--- src/rtl/fifo_wr_buffer.sv ---
// Single-clock FIFO buffering producer words for a downstream consumer.
// Registered read data (one-cycle latency), occupancy, thresholds, sticky errors.
module fifo_wr_buffer #(
  parameter int unsigned DATA_WIDTH = 8,
  parameter int unsigned DEPTH      = 16,
  parameter int unsigned ADDR_W     = 4,
  parameter int unsigned AFULL_THR  = 12,
  parameter int unsigned AEMPTY_THR = 2
) (
  input  logic                  clk,
  input  logic                  rst,
  input  logic                  wr_en,
  input  logic [DATA_WIDTH-1:0] din,
  input  logic                  rd_en,
  input  logic                  clr_err,
  output logic [DATA_WIDTH-1:0] dout,
  output logic                  dout_valid,
  output logic                  full,
  output logic                  empty,
  output logic                  almost_full,
  output logic                  almost_empty,
  output logic [ADDR_W:0]       count,
  output logic                  overflow,
  output logic                  underflow
);

  localparam int unsigned CNT_W = ADDR_W + 1;
  localparam logic [CNT_W-1:0] DEPTH_C  = CNT_W'(DEPTH);
  localparam logic [CNT_W-1:0] AFULL_C  = CNT_W'(AFULL_THR);
  localparam logic [CNT_W-1:0] AEMPTY_C = CNT_W'(AEMPTY_THR);
  localparam logic [CNT_W-1:0] ZERO_C   = '0;

  logic [DATA_WIDTH-1:0] mem [DEPTH];
  logic [ADDR_W-1:0]     wr_ptr;
  logic [ADDR_W-1:0]     rd_ptr;

  logic                  rd_acc_c;
  logic                  wr_acc_c;
  logic                  ovf_set_c;
  logic                  unf_set_c;
  logic [CNT_W-1:0]      count_nxt_c;

  // Accept decisions, next occupancy and error events for this cycle.
  always_comb begin
    rd_acc_c    = 1'b0;
    wr_acc_c    = 1'b0;
    ovf_set_c   = 1'b0;
    unf_set_c   = 1'b0;
    count_nxt_c = count;

    rd_acc_c = rd_en & ~empty;
    // A read in the same cycle frees a slot, so a full FIFO still takes the write.
    wr_acc_c = wr_en & (~full | rd_acc_c);

    if (wr_acc_c && !rd_acc_c) begin
      count_nxt_c = count + CNT_W'(1);
    end else if (rd_acc_c && !wr_acc_c) begin
      count_nxt_c = count - CNT_W'(1);
    end

    ovf_set_c = wr_en & full & ~rd_acc_c;
    unf_set_c = rd_en & empty;
  end

  // Storage array: no reset so it maps onto a simple dual-port RAM.
  always_ff @(posedge clk) begin
    if (wr_acc_c) begin
      mem[wr_ptr] <= din;
    end
  end

  // Pointers, registered read port, occupancy, status and sticky error flags.
  always_ff @(posedge clk or posedge rst) begin
    if (rst) begin
      wr_ptr       <= '0;
      rd_ptr       <= '0;
      dout         <= '0;
      dout_valid   <= 1'b0;
      count        <= '0;
      full         <= 1'b0;
      empty        <= 1'b1;
      almost_full  <= 1'b0;
      almost_empty <= 1'b1;
      overflow     <= 1'b0;
      underflow    <= 1'b0;
    end else begin
      if (wr_acc_c) begin
        wr_ptr <= wr_ptr + ADDR_W'(1);
      end
      if (rd_acc_c) begin
        rd_ptr <= rd_ptr + ADDR_W'(1);
        dout   <= mem[rd_ptr];
      end
      dout_valid <= rd_acc_c;

      count        <= count_nxt_c;
      full         <= (count_nxt_c == DEPTH_C);
      empty        <= (count_nxt_c == ZERO_C);
      almost_full  <= (count_nxt_c >= AFULL_C);
      almost_empty <= (count_nxt_c <= AEMPTY_C);

      // A new error event takes priority over a coincident clear.
      if (ovf_set_c) begin
        overflow <= 1'b1;
      end else if (clr_err) begin
        overflow <= 1'b0;
      end
      if (unf_set_c) begin
        underflow <= 1'b1;
      end else if (clr_err) begin
        underflow <= 1'b0;
      end
    end
  end

endmodule

--- config.mk ---
export PLATFORM = sky130hd
export DESIGN_NAME = fifo_wr_buffer
export DESIGN_NICKNAME = d
export VERILOG_FILES = /design/src/rtl/fifo_wr_buffer.sv
export SDC_FILE = /design/constraint.sdc
export NUM_CORES = 1
export LEC_CHECK = 0
export ABC_AREA = 1
export BUFFER_PORTS_ARGS = -buffer_cell sky130_fd_sc_hd__buf_4
export CAP_MARGIN = 0
export CORE_ASPECT_RATIO = 0.75
export CORE_MARGIN = 4
export CORE_UTILIZATION = 52
export CTS_BUF_LIST = sky130_fd_sc_hd__clkbuf_16
export DETAILED_ROUTE_END_ITERATION = 16
export PLACE_DENSITY = 0.79
export RECOVER_POWER = 25
export SYNTH_ARGS = -nofsm -noshare
export SYNTH_HDL_FRONTEND = slang
export SYNTH_SLANG_ARGS = --single-unit
--- constraint.sdc ---
create_clock -name clk -period 1.9 [get_ports clk]
set_clock_uncertainty 0.2 [all_clocks]
set_input_delay 0.19 -clock clk [delete_from_list [all_inputs] [get_ports clk]]
set_output_delay 0.19 -clock clk [all_outputs]
set_load 0.01 [all_outputs]
==> out/metrics.csv, run 1 <==
stage;metric;value;unit
status;status;finished clean;
detailed_routing;antenna_left;0;
power;pwr-share-comb;33.7;%
logic_synthesis;yosys.area_share.simple;21.1;%
detailed_routing;viasPerCell;5.49;
detailed_routing;vias;4563;
clock_network;cts_tree;built;
layout;area_growth;20.3;%
detailed_routing;postRouteWirelength;15000;µm
detailed_routing;highest_layer;met4;
setup_path;cp-start-kind;flop;
die;die-width;138;µm
timing;fin_crit;1.89;ns
job;cap_violations;0;
timing;period_share;99.3;%
timing;timing.fmax;530;MHz
logic_synthesis;synth_top_family_by_area;simple AND/OR/NAND/NOR gates;
detailed_routing;wl_met1;6630;µm
setup_path;criticalPathCategory;reg -> reg;
timing;final_max_slew_viol_count;0;
power;p_int;0.00785;W
grt;grt-ovfl-total;0;
die;die_area;14500;µm²
die;io_pins;33;
logic_synthesis;synth-xor-area-share;1.20;%
setup_path;cpMaxStageDelayCell;dfstp_2;
logic_synthesis;syn_inst;580;
clock_network;htree_levels;4;
detailed_routing;wl_per_cell;18.0;µm
min_path;min_path_type;reg -> reg;
logic_synthesis;ys_seq_elements;156;
detailed_routing;post-route-drc-count;0;
die;die_h;105;µm
power;leakagePower;3.17;nW
grt;grt_pass1_wl;23500;µm
power;max-vdd-ir-drop;0.867;mV
setup_path;cpLargestDelayFamily;simple AND/OR/NAND/NOR gates;
placed_design;port_buffers;32;
setup_path;critPathMaxStageDelay;0.38;ns
clock_network;cts_buffer_depth;2;
power;finalPower;0.0122;W
layout;antenna_cells;0;
timing;grt_setup_unrepaired;true;
die;rows;35;
setup_path;cp_max_fo;8;
grt;antenna_found_initial;0;
layout;final_nets;672;
power;p_sw;0.00433;W
clock_network;clk_pin_slew;0.06;ns
logic_synthesis;ys_seq_area_share;69.2;%
power;pwr-share-seq;37.3;%
detailed_routing;first_iter_violations;477;
power;pwr-share-clk;29.0;%
detailed_routing;wl_met2;6890;µm
logic_synthesis;synth_cell_type_count;30;
placed_design;gp_congestion;0.860;
layout;mostFrequentLayoutCells;nand2_1 (199), edfxtp_1 (128), nand3_1 (88);
die;start_util;53.4;%
setup_path;crit_buf_inv;2;
layout;final_common_cell;nand2_1;
logic_synthesis;synth_compound_area_share;3.12;%
logic_synthesis;muxShareOfSynthArea;0;%
grt;grt_start_max_net_pins;41;
layout;drive_above_1_share;17.4;%
logic_synthesis;synth_fa_ha_area_share;1.33;%
timing;finalSetupViolations;0;
power;p_per_area;1540;nW/µm²
timing;max_slew.worst_pin.slew;0.917;ns
detailed_routing;first_pass_iters;5;
logic_synthesis;yosysWarnings;0;
setup_path;crit_required;1.83;ns
timing;slew_headroom;38.9;%
logic_synthesis;syn-cell-area;6570;µm²
clock_network;cts_root_buf;clkbuf_16;
timing;hold_viol;0;
setup_path;path_cells;inv_1, nand2_4, a21oi_4, nand2_1, nor2_1, buf_4;
timing;whs;0.280;ns
setup_path;cp.arrival;1.82;ns
grt;grt_pass1_vias;4368;
clock_network;numCtsBuffers;17;
clock_network;clk_latency;0.42;ns
die;core_area;12300;µm²
power;swShare;35.6;%
grt;grt.total_usage;21.9;%
logic_synthesis;avgSynthCellArea;11.3;µm²
placed_design;dp_hpwl;9740;µm
setup_path;worst_setup_path_end_kind;flop;
clock_network;cts_sinks;156;
logic_synthesis;syn_nets;600;
detailed_routing;wl_met3;1240;µm
-- power groups by stage --
stage | Sequential (W) | Combinational, W | Clock [W]
finish | 0.00454 | 0.00411 | 0.00354
floorplan | 0.00457 | 0.00260 | 0
detailed placement | 0.00460 | 0.00396 | 0
global placement | 0.00458 | 0.00382 | 0
CTS | 0.00454 | 0.00403 | 0.00356
global route | 0.00459 | 0.00453 | 0.00373
-- cell families after synthesis --
| logic type | Yosys count |
|---|---|
| AOI/OAI and AO/OA | 30 |
| xor gates and xnor gates | 9 |
| buffers and inverters | 53 |
| DFF | 156 |
| adders and majority gates | 7 |
| and+or+nand+nor | 325 |
-- Yosys cell counts (all sizes together) --
cell type,n,area (µm²)
buf,22,148
nor3,2,10.0
o211ai,8,60.1
xor2,8,70.1
nor2,23,96.4
edfxtp,128,3840
clkbuf,2,7.51
o32ai,1,8.76
inv,29,109
dfrtp,26,651
nand2,208,796
a21boi,8,60.1
nand3,91,478
ha,7,87.6
a21oi,9,56.3
dfstp,2,52.6
nand4,1,6.26
xnor2,1,8.76
o21ai,4,20.0
-- state kept, by name, indices dropped and copies added, names as in the netlist --
| name | count |
|---|---|
| almost_empty | 1 |
| almost_full | 1 |
| count | 5 |
| dout | 8 |
| dout_valid | 1 |
| empty | 1 |
| full | 1 |
| mem | 128 |
| overflow | 1 |
| rd_ptr | 4 |
| underflow | 1 |
| wr_ptr | 4 |
-- layer usage --
metal  global-route usage [%]  vias up
li1                         -     2125
met1                     31.6     2211
met2                     33.1      206
met3                     5.20       21
met4                     6.91        0
met5                        0        -
-- tightest hold or removal path: stages (launching register included) --
cell,delay (ns)
dfrtp_1,0.34
nand2_1,0.06
nand2_1,0.05
-- final cells by class --
| cell class | count | area, µm² |
|---|---|---|
| inverters | 29 | 115 |
| repair inverters | 1 | 7.51 |
| flip-flops and latches | 156 | 4550 |
| clock buffers | 17 | 425 |
| multi-input cells | 371 | 1780 |
| repair buffers | 76 | 624 |
| clock inverters | 15 | 200 |
| well taps | 166 | 208 |
| fillers | 936 | 4400 |
-- path summary, 6_finish.rpt --
| check | endpoint | cells after the start | start | slack (ns) |
|---|---|---|---|---|
| setup / recovery | mem[0][1] | 6 | empty | 0.01 |
| hold / removal | dout[1] | 2 | dout[1] | 0.28 |
| setup reg to reg | mem[0][1] | 6 | empty | 0.01 |
| hold reg to reg | dout[1] | 2 | dout[1] | 0.28 |
| max in group asynchronous | rd_ptr[0] | 4 | rst | 0.68 |
| min in group asynchronous | overflow | 4 | rst | 0.32 |
-- what timing repair did --
action / in CTS / in global routing
hold endpoints to repair: 158 / 0
gates cloned: 0 / 1
endpoints found under the setup margin: 24 / 102
gates resized for setup: 1 / 8
setup buffers: 0 / 1
hold buffers: 12 / 0
-- stage by stage --
step           area [µm²]  utilization (%)  setup TNS, ns  setup WS (ns)  std cells
2_1_floorplan        6570                -              0        0.00745        580
3_3_place_gp         7130             58.0              0          0.112        785
3_5_place_dp         7130             58.0              0         0.0580        785
4_1_cts              7880             64.0              0         0.0239        829
5_1_grt              7900             64.2          -1.77        -0.0482        831
6_report             7900             64.2              0         0.0141        831
Note: power is estimated with default switching activity, not from simulation.
==> inputs of run 2 (changes only) <==
--- a/config.mk
+++ b/config.mk
@@ -6,14 +6,14 @@
 export NUM_CORES = 1
 export LEC_CHECK = 0
 export ABC_AREA = 1
-export BUFFER_PORTS_ARGS = -buffer_cell sky130_fd_sc_hd__buf_4
 export CAP_MARGIN = 0
 export CORE_ASPECT_RATIO = 0.75
 export CORE_MARGIN = 4
 export CORE_UTILIZATION = 52
 export CTS_BUF_LIST = sky130_fd_sc_hd__clkbuf_16
 export DETAILED_ROUTE_END_ITERATION = 16
-export PLACE_DENSITY = 0.79
+export DONT_BUFFER_PORTS = 1
+export PLACE_DENSITY = 0.77
 export RECOVER_POWER = 25
 export SYNTH_ARGS = -nofsm -noshare
 export SYNTH_HDL_FRONTEND = slang
==> out/metrics.csv, run 2 (synthesized netlist as in run 1, its figures left out) <==
stage;metric;value;unit;change
die;rows;35;;unchanged
clock_network;clk_pin_slew;0.06;ns;about the same
layout;final_cells;794;;was 831
power;pwr-share-clk;29.9;%;was 29.0%
setup_path;reg2reg_depth;6;;unchanged
die;start_util;53.4;%;unchanged
die;core_area;12300;µm²;unchanged
layout;drive_above_1_share;12.4;%;was 17.4%
die;io_pins;33;;unchanged
grt;grt.total_usage;22.2;%;was 21.9%
power;pwr-share-comb;31.2;%;was 33.7%
detailed_routing;antenna_left;0;;unchanged
layout;reg.largest.list;mem (128), dout (8), count (5);;unchanged
clock_network;htree_levels;4;;unchanged
setup_path;critPathCapture;mem[12][1];;was mem[0][1]
layout;top_register;mem;;unchanged
power;pwr-share-seq;38.9;%;was 37.3%
layout;final_area;7640;µm²;was 7900 µm²
detailed_routing;vias;4414;;was 4563
setup_path;criticalPathCategory;in -> reg;;was reg -> reg
grt;grt_start_max_net_pins;67;;was 41
layout;largest_register_ffs;128;;unchanged
clock_network;cts_sinks;156;;unchanged
power;leakagePower;3.02;nW;was 3.17 nW
layout;final_nets;634;;was 672
placed_design;port_buffers;0;;was 32
min_path;min_path_type;in -> async;;was reg -> reg
power;swShare;35.6;%;about the same
setup_path;cp.arrival;1.76;ns;was 1.82 ns
setup_path;r2r_setup_slack;0.09;ns;was 0.01 ns
setup_path;cp-start-kind;primary input;;was flop
detailed_routing;first_pass_iters;5;;unchanged
setup_path;cp_max_fo;8;;unchanged
power;p_per_area;1570;nW/µm²;was 1540 nW/µm²
setup_path;crit_required;1.83;ns;about the same
status;status;finished clean;;unchanged
detailed_routing;postRouteWirelength;15100;µm;was 15000 µm
setup_path;regToRegStartpoint;empty;;unchanged
detailed_routing;first_iter_violations;533;;was 477
clock_network;clk_latency;0.42;ns;about the same
power;max-vdd-ir-drop;0.988;mV;was 0.867 mV
grt;grt-ovfl-total;0;;unchanged
detailed_routing;post-route-drc-count;0;;unchanged
layout;area_growth;16.3;%;was 20.3%
power;p_int;0.00772;W;was 0.00785 W
die;die_area;14500;µm²;unchanged
timing;whs;0.0444;ns;was 0.280 ns
setup_path;regToRegEndpoint;mem[12][1];;was mem[0][1]
placed_design;dp.cells;748;;was 785
die;die_h;105;µm;unchanged
detailed_routing;wl_per_cell;19.1;µm;was 18.0 µm
timing;timing.fmax;547;MHz;was 530 MHz
setup_path;startpoint;wr_en;;was empty
clock_network;cts_tree;built;;unchanged
grt;antenna_found_initial;1;;was 0
placed_design;gp_congestion;0.876;;was 0.860
setup_path;worst_setup_path_end_kind;flop;;unchanged
detailed_routing;viasPerCell;5.56;;was 5.49
placed_design;placed_area;6860;µm²;was 7130 µm²
die;die-width;138;µm;unchanged
timing;max_slew.worst_pin.slew;0.817;ns;was 0.917 ns
clock_network;cts_root_buf;clkbuf_16;;unchanged
placed_design;dp_hpwl;9460;µm;was 9740 µm
timing;slew_headroom;45.4;%;was 38.9%
layout;mostFrequentLayoutCells;nand2_1 (203), edfxtp_1 (128), nand3_1 (88);;was nand2_1 (199), edfxtp_1 (128), nand3_1 (88)
grt;grt_pass1_vias;4217;;was 4368
layout;final_util;62.1;%;was 64.2%
layout;final_common_cell;nand2_1;;unchanged
timing;hold_viol;0;;unchanged
timing;final_max_slew_viol_count;0;;unchanged
timing;grt_setup_unrepaired;false;;was true
job;cap_violations;0;;unchanged
clock_network;cts_buffer_depth;2;;unchanged
grt;grt_pass1_wl;23600;µm;was 23500 µm
power;p_sw;0.00427;W;was 0.00433 W
clock_network;numCtsBuffers;17;;unchanged
timing;tns;0;ns;unchanged
timing;finalSetupViolations;0;;unchanged
timing;period_share;96.2;%;was 99.3%
timing;fin_crit;1.83;ns;was 1.89 ns
-- run 2: worst min-delay path by stage --
stage,to,slack (ns)
final,dout[2],0.04
after global routing,dout[1],0.11
after CTS,dout[2],0.08
after detailed placement,dout[2],-0.02
after global placement,dout[1],-0.04
after floorplan,almost_full,0.05
-- run 2: metrics by stage --
stage                     worst slack [ns]  total power, W
after global routing               0.00686          0.0127
after floorplan                    0.00745         0.00717
after CTS                           0.0664          0.0118
after global placement              0.0979         0.00802
after detailed placement            0.0842         0.00816
final                               0.0719          0.0120
-- run 2: worst max-delay path, cell delays in order --
cell,delay (ns)
dlygate4sd3_1,0.69
inv_2,0.11
a21oi_4,0.21
nand2_1,0.18
nor2_1,0.17
buf_4,0.20
-- run 2: per-layer routing --
layer / vias to the layer above / part of all wire [%] / global-route usage, %
li1: 2048 / - / -
met1: 2132 / 43 / 32.7
met2: 211 / 45 / 31.0
met3: 23 / 11 / 7.78
met4: 0 / 1.2 / 6.98
met5: - / 0 / 0
-- run 2: layout make-up --
cell class | instances | area, µm²
repair buffers | 39 | 374
clock inverters | 15 | 204
flip-flops and latches | 156 | 4550
well taps | 166 | 208
multi-input cells | 371 | 1760
diodes | 1 | 2.50
inverters | 29 | 111
fillers | 925 | 4670
clock buffers | 17 | 425
-- run 2: power by group through the flow --
stage	registers [W]	logic (W)	clock network, W
floorplan	0.00457	0.00260	0
global placement	0.00469	0.00333	0
detailed placement	0.00470	0.00345	0
CTS	0.00465	0.00358	0.00362
global route	0.00472	0.00416	0.00379
finish	0.00466	0.00374	0.00359
-- run 2: what timing repair did --
item | in CTS | in global routing
hold endpoints to repair | 176 | 0
hold buffers | 12 | 0
endpoints found under the setup margin | 0 | 31
gates resized for setup | 0 | 7
setup buffers | 0 | 0
